[src/rtl/mult_stall_controller_if.sv]
// rtl/mult_stall_controller_if.sv - EX-stage multiply handshake bundle (perf ports under MULT_STALL_PERF_CNT_EN)
interface mult_stall_controller_if;
  logic        idex_is_mult;
  logic        ext_stall;
  logic        global_enable;
  logic        mult_start;
  logic        mult_busy;
  logic        mult_result_sel;
`ifdef MULT_STALL_PERF_CNT_EN
  logic        perf_clr;
  logic [31:0] stall_cycles;

  modport master (
    output idex_is_mult, ext_stall, perf_clr,
    input  global_enable, mult_start, mult_busy, mult_result_sel, stall_cycles
  );
  modport slave (
    input  idex_is_mult, ext_stall, perf_clr,
    output global_enable, mult_start, mult_busy, mult_result_sel, stall_cycles
  );
`else
  modport master (
    output idex_is_mult, ext_stall,
    input  global_enable, mult_start, mult_busy, mult_result_sel
  );
  modport slave (
    input  idex_is_mult, ext_stall,
    output global_enable, mult_start, mult_busy, mult_result_sel
  );
`endif
endinterface

[src/rtl/mult_stall_controller.sv]
// rtl/mult_stall_controller.sv - Multiplier sequencer and pipeline freeze; optional stall counter under MULT_STALL_PERF_CNT_EN
module mult_stall_controller #(
  parameter int MULT_LATENCY = 4,
  parameter int CNT_W        = 4
) (
  input logic                    clk,
  input logic                    rst,
  mult_stall_controller_if.slave bus
);

  typedef enum logic [1:0] {IDLE, BUSY, DONE} state_t;

  state_t           state;
  logic [CNT_W-1:0] cnt;
  logic             start_ok;
  logic             ge_c;
  logic             start_c;
  logic             busy_c;
  logic             sel_c;

  // A multiply may only launch from IDLE while nothing else holds the pipeline.
  assign start_ok = (state == IDLE) && bus.idex_is_mult && !bus.ext_stall;

  // Output decode; reset forces every output low, including the advance enable.
  always_comb begin
    ge_c    = 1'b0;
    start_c = 1'b0;
    busy_c  = 1'b0;
    sel_c   = 1'b0;
    if (!rst) begin
      unique case (state)
        IDLE: begin
          ge_c = !bus.ext_stall;
          if (start_ok) begin
            start_c = 1'b1;
            busy_c  = 1'b1;
            ge_c    = 1'b0;
          end
        end
        BUSY: begin
          busy_c = 1'b1;
        end
        DONE: begin
          sel_c = 1'b1;
          ge_c  = !bus.ext_stall;
        end
        default: begin
          ge_c = 1'b0;
        end
      endcase
    end
  end

  assign bus.global_enable   = ge_c;
  assign bus.mult_start      = start_c;
  assign bus.mult_busy       = busy_c;
  assign bus.mult_result_sel = sel_c;

  // Sequencer: the counter runs even under ext_stall since the multiplier itself never stalls.
  always_ff @(posedge clk) begin
    if (rst) begin
      state <= IDLE;
      cnt   <= '0;
    end else begin
      unique case (state)
        IDLE: begin
          if (start_ok) begin
            state <= BUSY;
            cnt   <= CNT_W'(MULT_LATENCY - 1);
          end
        end
        BUSY: begin
          cnt <= cnt - CNT_W'(1);
          if (cnt == CNT_W'(1)) begin
            state <= DONE;
          end
        end
        DONE: begin
          if (!bus.ext_stall) begin
            state <= IDLE;
          end
        end
        default: begin
          state <= IDLE;
          cnt   <= '0;
        end
      endcase
    end
  end

`ifdef MULT_STALL_PERF_CNT_EN
  logic [31:0] stall_cnt;

  // Counts cycles lost to multiplies; clear wins over a same-cycle increment.
  always_ff @(posedge clk) begin
    if (rst || bus.perf_clr) begin
      stall_cnt <= '0;
    end else if ((state == BUSY) || start_c) begin
      stall_cnt <= stall_cnt + 32'd1;
    end
  end

  assign bus.stall_cycles = stall_cnt;
`endif

endmodule

[src/flat_wrapper.sv]
// flat-port wrapper written by rule: the top's interface ports become plain ports
module mult_stall_controller_flat 
#(
  parameter int MULT_LATENCY = 4,
  parameter int CNT_W        = 4
)
  (clk, rst, bus_idex_is_mult, bus_ext_stall, bus_global_enable, bus_mult_start, bus_mult_busy, bus_mult_result_sel);
  mult_stall_controller_if bus_i ();
  input logic clk;
  input logic rst;
  input wire logic [$bits(bus_i.idex_is_mult)-1:0] bus_idex_is_mult;
  input wire logic [$bits(bus_i.ext_stall)-1:0] bus_ext_stall;
  output wire logic [$bits(bus_i.global_enable)-1:0] bus_global_enable;
  output wire logic [$bits(bus_i.mult_start)-1:0] bus_mult_start;
  output wire logic [$bits(bus_i.mult_busy)-1:0] bus_mult_busy;
  output wire logic [$bits(bus_i.mult_result_sel)-1:0] bus_mult_result_sel;
  assign bus_i.idex_is_mult = bus_idex_is_mult;
  assign bus_i.ext_stall = bus_ext_stall;
  assign bus_global_enable = bus_i.global_enable;
  assign bus_mult_start = bus_i.mult_start;
  assign bus_mult_busy = bus_i.mult_busy;
  assign bus_mult_result_sel = bus_i.mult_result_sel;
  mult_stall_controller #(.MULT_LATENCY(MULT_LATENCY), .CNT_W(CNT_W)) u_core (.clk(clk), .rst(rst), .bus(bus_i));
endmodule
[config.mk]
export PLATFORM = sky130hd
export DESIGN_NAME = mult_stall_controller_flat
export DESIGN_NICKNAME = d
export VERILOG_FILES = /design/src/rtl/mult_stall_controller_if.sv /design/src/rtl/mult_stall_controller.sv /design/src/flat_wrapper.sv
export SDC_FILE = /design/constraint.sdc
export NUM_CORES = 1
export LEC_CHECK = 0
export ABC_CLOCK_PERIOD_IN_PS = 1230
export CORE_AREA = 10 10 47 49
export CTS_BUF_LIST = sky130_fd_sc_hd__clkbuf_16
export DETAILED_ROUTE_END_ITERATION = 12
export DIE_AREA = 0 0 57 59
export DONT_BUFFER_PORTS = 1
export GPL_TIMING_DRIVEN = 0
export SLEW_MARGIN = 20
export SYNTH_ARGS = -nofsm -noshare
export SYNTH_HDL_FRONTEND = slang
export SYNTH_SLANG_ARGS = --single-unit
[constraint.sdc]
create_clock -name clk -period 1.23 [get_ports clk]
set_input_delay 0.0615 -clock clk [delete_from_list [all_inputs] [get_ports clk]]
set_output_delay 0.0615 -clock clk [all_outputs]
set_load 0.05 [all_outputs]
==> run summary <==
In the final timing run, aggregate negative setup slack is -1.111 ns. The number of vias per cell after detailed routing works out to 5.219. After Yosys synthesis, XOR and XNOR cells account for 0% of the synthesized area. The logs give 0 for the number of endpoints with negative hold slack in the final report and 457.9 um2 for the total cell area at the placement stage.

The run gives 0 as the number of max-slew violations in the final report. The clock-pin transition on the worst setup and hold timing paths is 0.03 ns. Based on the critical path, the design can be clocked at up to 0.6486 GHz. In this run the worst setup path terminates at bus_global_enable. TritonCTS built the clock tree. In this run the static leakage power is 0.1995 nW. Among all flip-flop cells after synthesis, the most frequent one is sky130_fd_sc_hd__dfxtp_1.

The run gives 0.09535 ns as the hold slack. In this run the critical register-to-register path is launched from u_core.state[1]. During I/O placement, the number of pins put on the boundary was 8. The die is 57 um wide. The multiplexer share of the synthesized area was 0%; the placeable core area was 1401 um2. The number of enable flip-flop cells after synthesis works out to 0.

The share of layout cells above drive strength 1 is 43.75%, and the number of sinks driven by the clock tree is 6. The mapped netlist covers 380.4 um2. The wire length reported by the detailed router is 888 um. The clock network latency to the later pin of the worst-skew pair was 0.23 ns.

The post-synthesis sequential element count is 6. The depth of the most critical reg-to-reg path was 5. Measured against its own limit, the worst slew margin works out to 43.43%.

The most critical setup path has its startpoint at u_core.state[1]. Largest fanout on the critical path: 6. The tools report the root buffer selected by CTS as sky130_fd_sc_hd__clkbuf_16. Dividing total power by cell area gives a power density of 1598 nW/um2.

The tools report the remaining design rule violation count as 0. The area growth from synthesis to final layout is 48.68%. Hold repair after CTS inserted 0 buffers. The tightest min-delay check is of the in -> reg type. Synthesis produced a netlist whose cell count is 43.

The run gives 11 as the pin count of the biggest net entering global routing. The checks that failed: negative setup slack. After layout, the minimum clock period comes to 1.542 ns. The synthesized netlist devotes 18.09% of its cell area to compound gates. The tool flagged a number of max-cap violations equal to 0. The maximum level of the CTS H-tree was 1.

At the end of routability-driven placement, the weighted congestion stood at 0.7648. When the netlist entered floorplanning its net count stood at 49. Setup violations remaining at the end of the flow were counted as 5. Largest family of logic cells by synthesized area: simple AND/OR/NAND/NOR gates. The number of antenna diodes in the final layout is 0.

For the worst setup path, the data required time is 1.17 ns. The average size of a mapped cell is 8.846 um2, and the starting density of the core is 27.14%. After detailed routing, the average wire length per cell comes to 13.88 um. The tools report the critical path data arrival time as 1.48 ns. In the global route stage, overall resource usage came out at 6.263%.

Worst IR drop on VDD: 1164 uV. Setup repair after global routing could not meet its margin everywhere. Sorting the synthesized cells by area gives the leading types as sky130_fd_sc_hd__dfxtp_1 32%, sky130_fd_sc_hd__nor3_1 7.9%, sky130_fd_sc_hd__ha_1 6.6%. In the layout the commonest cells are 4 x sky130_fd_sc_hd__dfxtp_1, 3 x sky130_fd_sc_hd__clkbuf_16. The final critical path takes up 125.3% of the cycle.

Initial antenna violation count: 0. The tools report the critical path endpoint category as an output port. After the first detailed-routing iteration, the DRC count stood at 3. The number of global-route vias before repair was 381. The total overflow left after global routing is 0. Buffers placed on the I/O ports in this run total 0. The most common library cell in the layout ignoring fill and taps was sky130_fd_sc_hd__dfxtp_1. Once detail routing completed, the nets flagged for antenna violations numbered 0. After filler insertion, the fill cell instance count of the layout stands at 141. The initialized floorplan defines 14 standard-cell rows.

For the number of buffers on the longest clock path, the log shows 2. The setup check on the worst reg-to-reg path leaves a slack of -0.01 ns. The number of placed instances, taps included, is 59.

At the pin with the least slew margin, the transition time is 0.8439 ns. The synthesized netlist devotes 6.579% of its cell area to adder and majority cells. The largest area contributor in the synthesized netlist is sky130_fd_sc_hd__dfxtp_1.

The worst setup path is launched from a flop. The share of Yosys cell area claimed by the top area cell type is 31.58%, and the fraction of the yosys area taken by sequential cells is 31.58%. The number of synthesis warnings was 0. The worst setup margin was -0.3118 ns; the global-route wire length before repair was 1.538 mm.

The reg-to-reg critical path endpoint was u_core.cnt[3]. Counting distinct cell types in the post-synthesis netlist gives 25. The first TritonRoute pass finished after 2 iterations. The logs give 56 for the post-layout net count and 565.5 um2 for the finished layout cell area. Summing over every cut layer, the via total after detailed routing is 334. The share of async-settable or async-resettable flops after synthesis is 0%.

The logs give 64 for the final cell count without fillers and 638.7 um for the half-perimeter wire length of the detailed placement result. The setup slack at placement came out at -0.1438 ns. The flow ran to the end, but the final reports show violations.

The total die area is 3363 um2. The die is 59 um tall. The number of clock buffers inserted by TritonCTS was 3. Area fraction in and, or, nand and nor cells after synthesis: 32.89%. The worst setup path is of the reg -> out kind. On the final layout, the worst clock skew is 0.001061 ns.
[synth_stat cells, drive strengths merged, types with 2 or more instances]
master	instances
nor3b	2
or3	2
dfxtp	6
a21oi	2
inv	3
a2111oi	2
nand2b	2
nor3	6
ha	2
nor2	2
clkbuf	2
[cell families (layout without fill, tap and decap cells)]
group	after synthesis	count (layout)
simple gates	20	20
compound gates	9	9
flops	6	6
buf+inv	6	11
fa+ha+maj	2	2
[routing by layer]
metal,global-route usage [%],routed length (um),vias to the layer above
li1,-,-,166
met1,5.575,372,157
met2,8.372,405,9
met3,4.936,71,2
met4,7.047,38,0
met5,0,0,-
[per-stage QoR]
stage               util (%)  power, mW
CTS                    39.38     0.9096
floorplan                  -     0.3458
global placement       32.68     0.3639
detailed placement     32.68     0.3669
global route           40.36     0.9483
finish                 40.36     0.9036
[how the worst min path moves through the flow]
stage / from / endpoint / cells after the start / slack (ns)
floorplan: bus_ext_stall / bus_global_enable / 1 / 0.20
global placement: bus_ext_stall / bus_global_enable / 1 / 0.20
detailed placement: bus_ext_stall / bus_global_enable / 1 / 0.20
CTS: bus_ext_stall / u_core.state[1] / 3 / 0.1
global route: rst / u_core.cnt[3] / 2 / 0.11
finish: rst / u_core.cnt[0] / 2 / 0.1
[sequential cells by signal, indices dropped and copies added (netlist names)]
name	count
u_core.cnt	4
u_core.state	2
[area by class of cell]
type / count / area [um2] / share of cell area [%]
tap: 16 / 20.02 / 3.540
multi-input combinational: 31 / 277.8 / 49.12
timing repair buffer: 2 / 15.01 / 2.655
inverter: 3 / 15.01 / 2.655
sequential: 6 / 122.6 / 21.68
buffer: 3 / 40.04 / 7.080
clock buffer: 3 / 75.07 / 13.27
[power by group]
| part | switching [mW] | internal, mW | total (mW) |
|---|---|---|---|
| clock network | 0.112 | 0.418 | 0.529 |
| logic | 0.0786 | 0.0644 | 0.143 |
| registers | 0.0182 | 0.213 | 0.231 |
| total | 0.208 | 0.695 | 0.904 |
[worst max-delay path, stage by stage (launching register included)]
cell                         delay, ns
sky130_fd_sc_hd__dfxtp_2          0.32
sky130_fd_sc_hd__buf_8            0.11
sky130_fd_sc_hd__clkinvlp_4       0.10
sky130_fd_sc_hd__a2111oi_4        0.72
[repair_timing]
| item | 4_1_cts | 5_1_grt |
|---|---|---|
| pin swaps | 2 | 1 |
| setup endpoints to repair | 4 | 7 |
| resized for setup | 1 | 5 |
| buffers inserted | 2 | 0 |
Note: power is estimated with default switching activity, not from simulation.
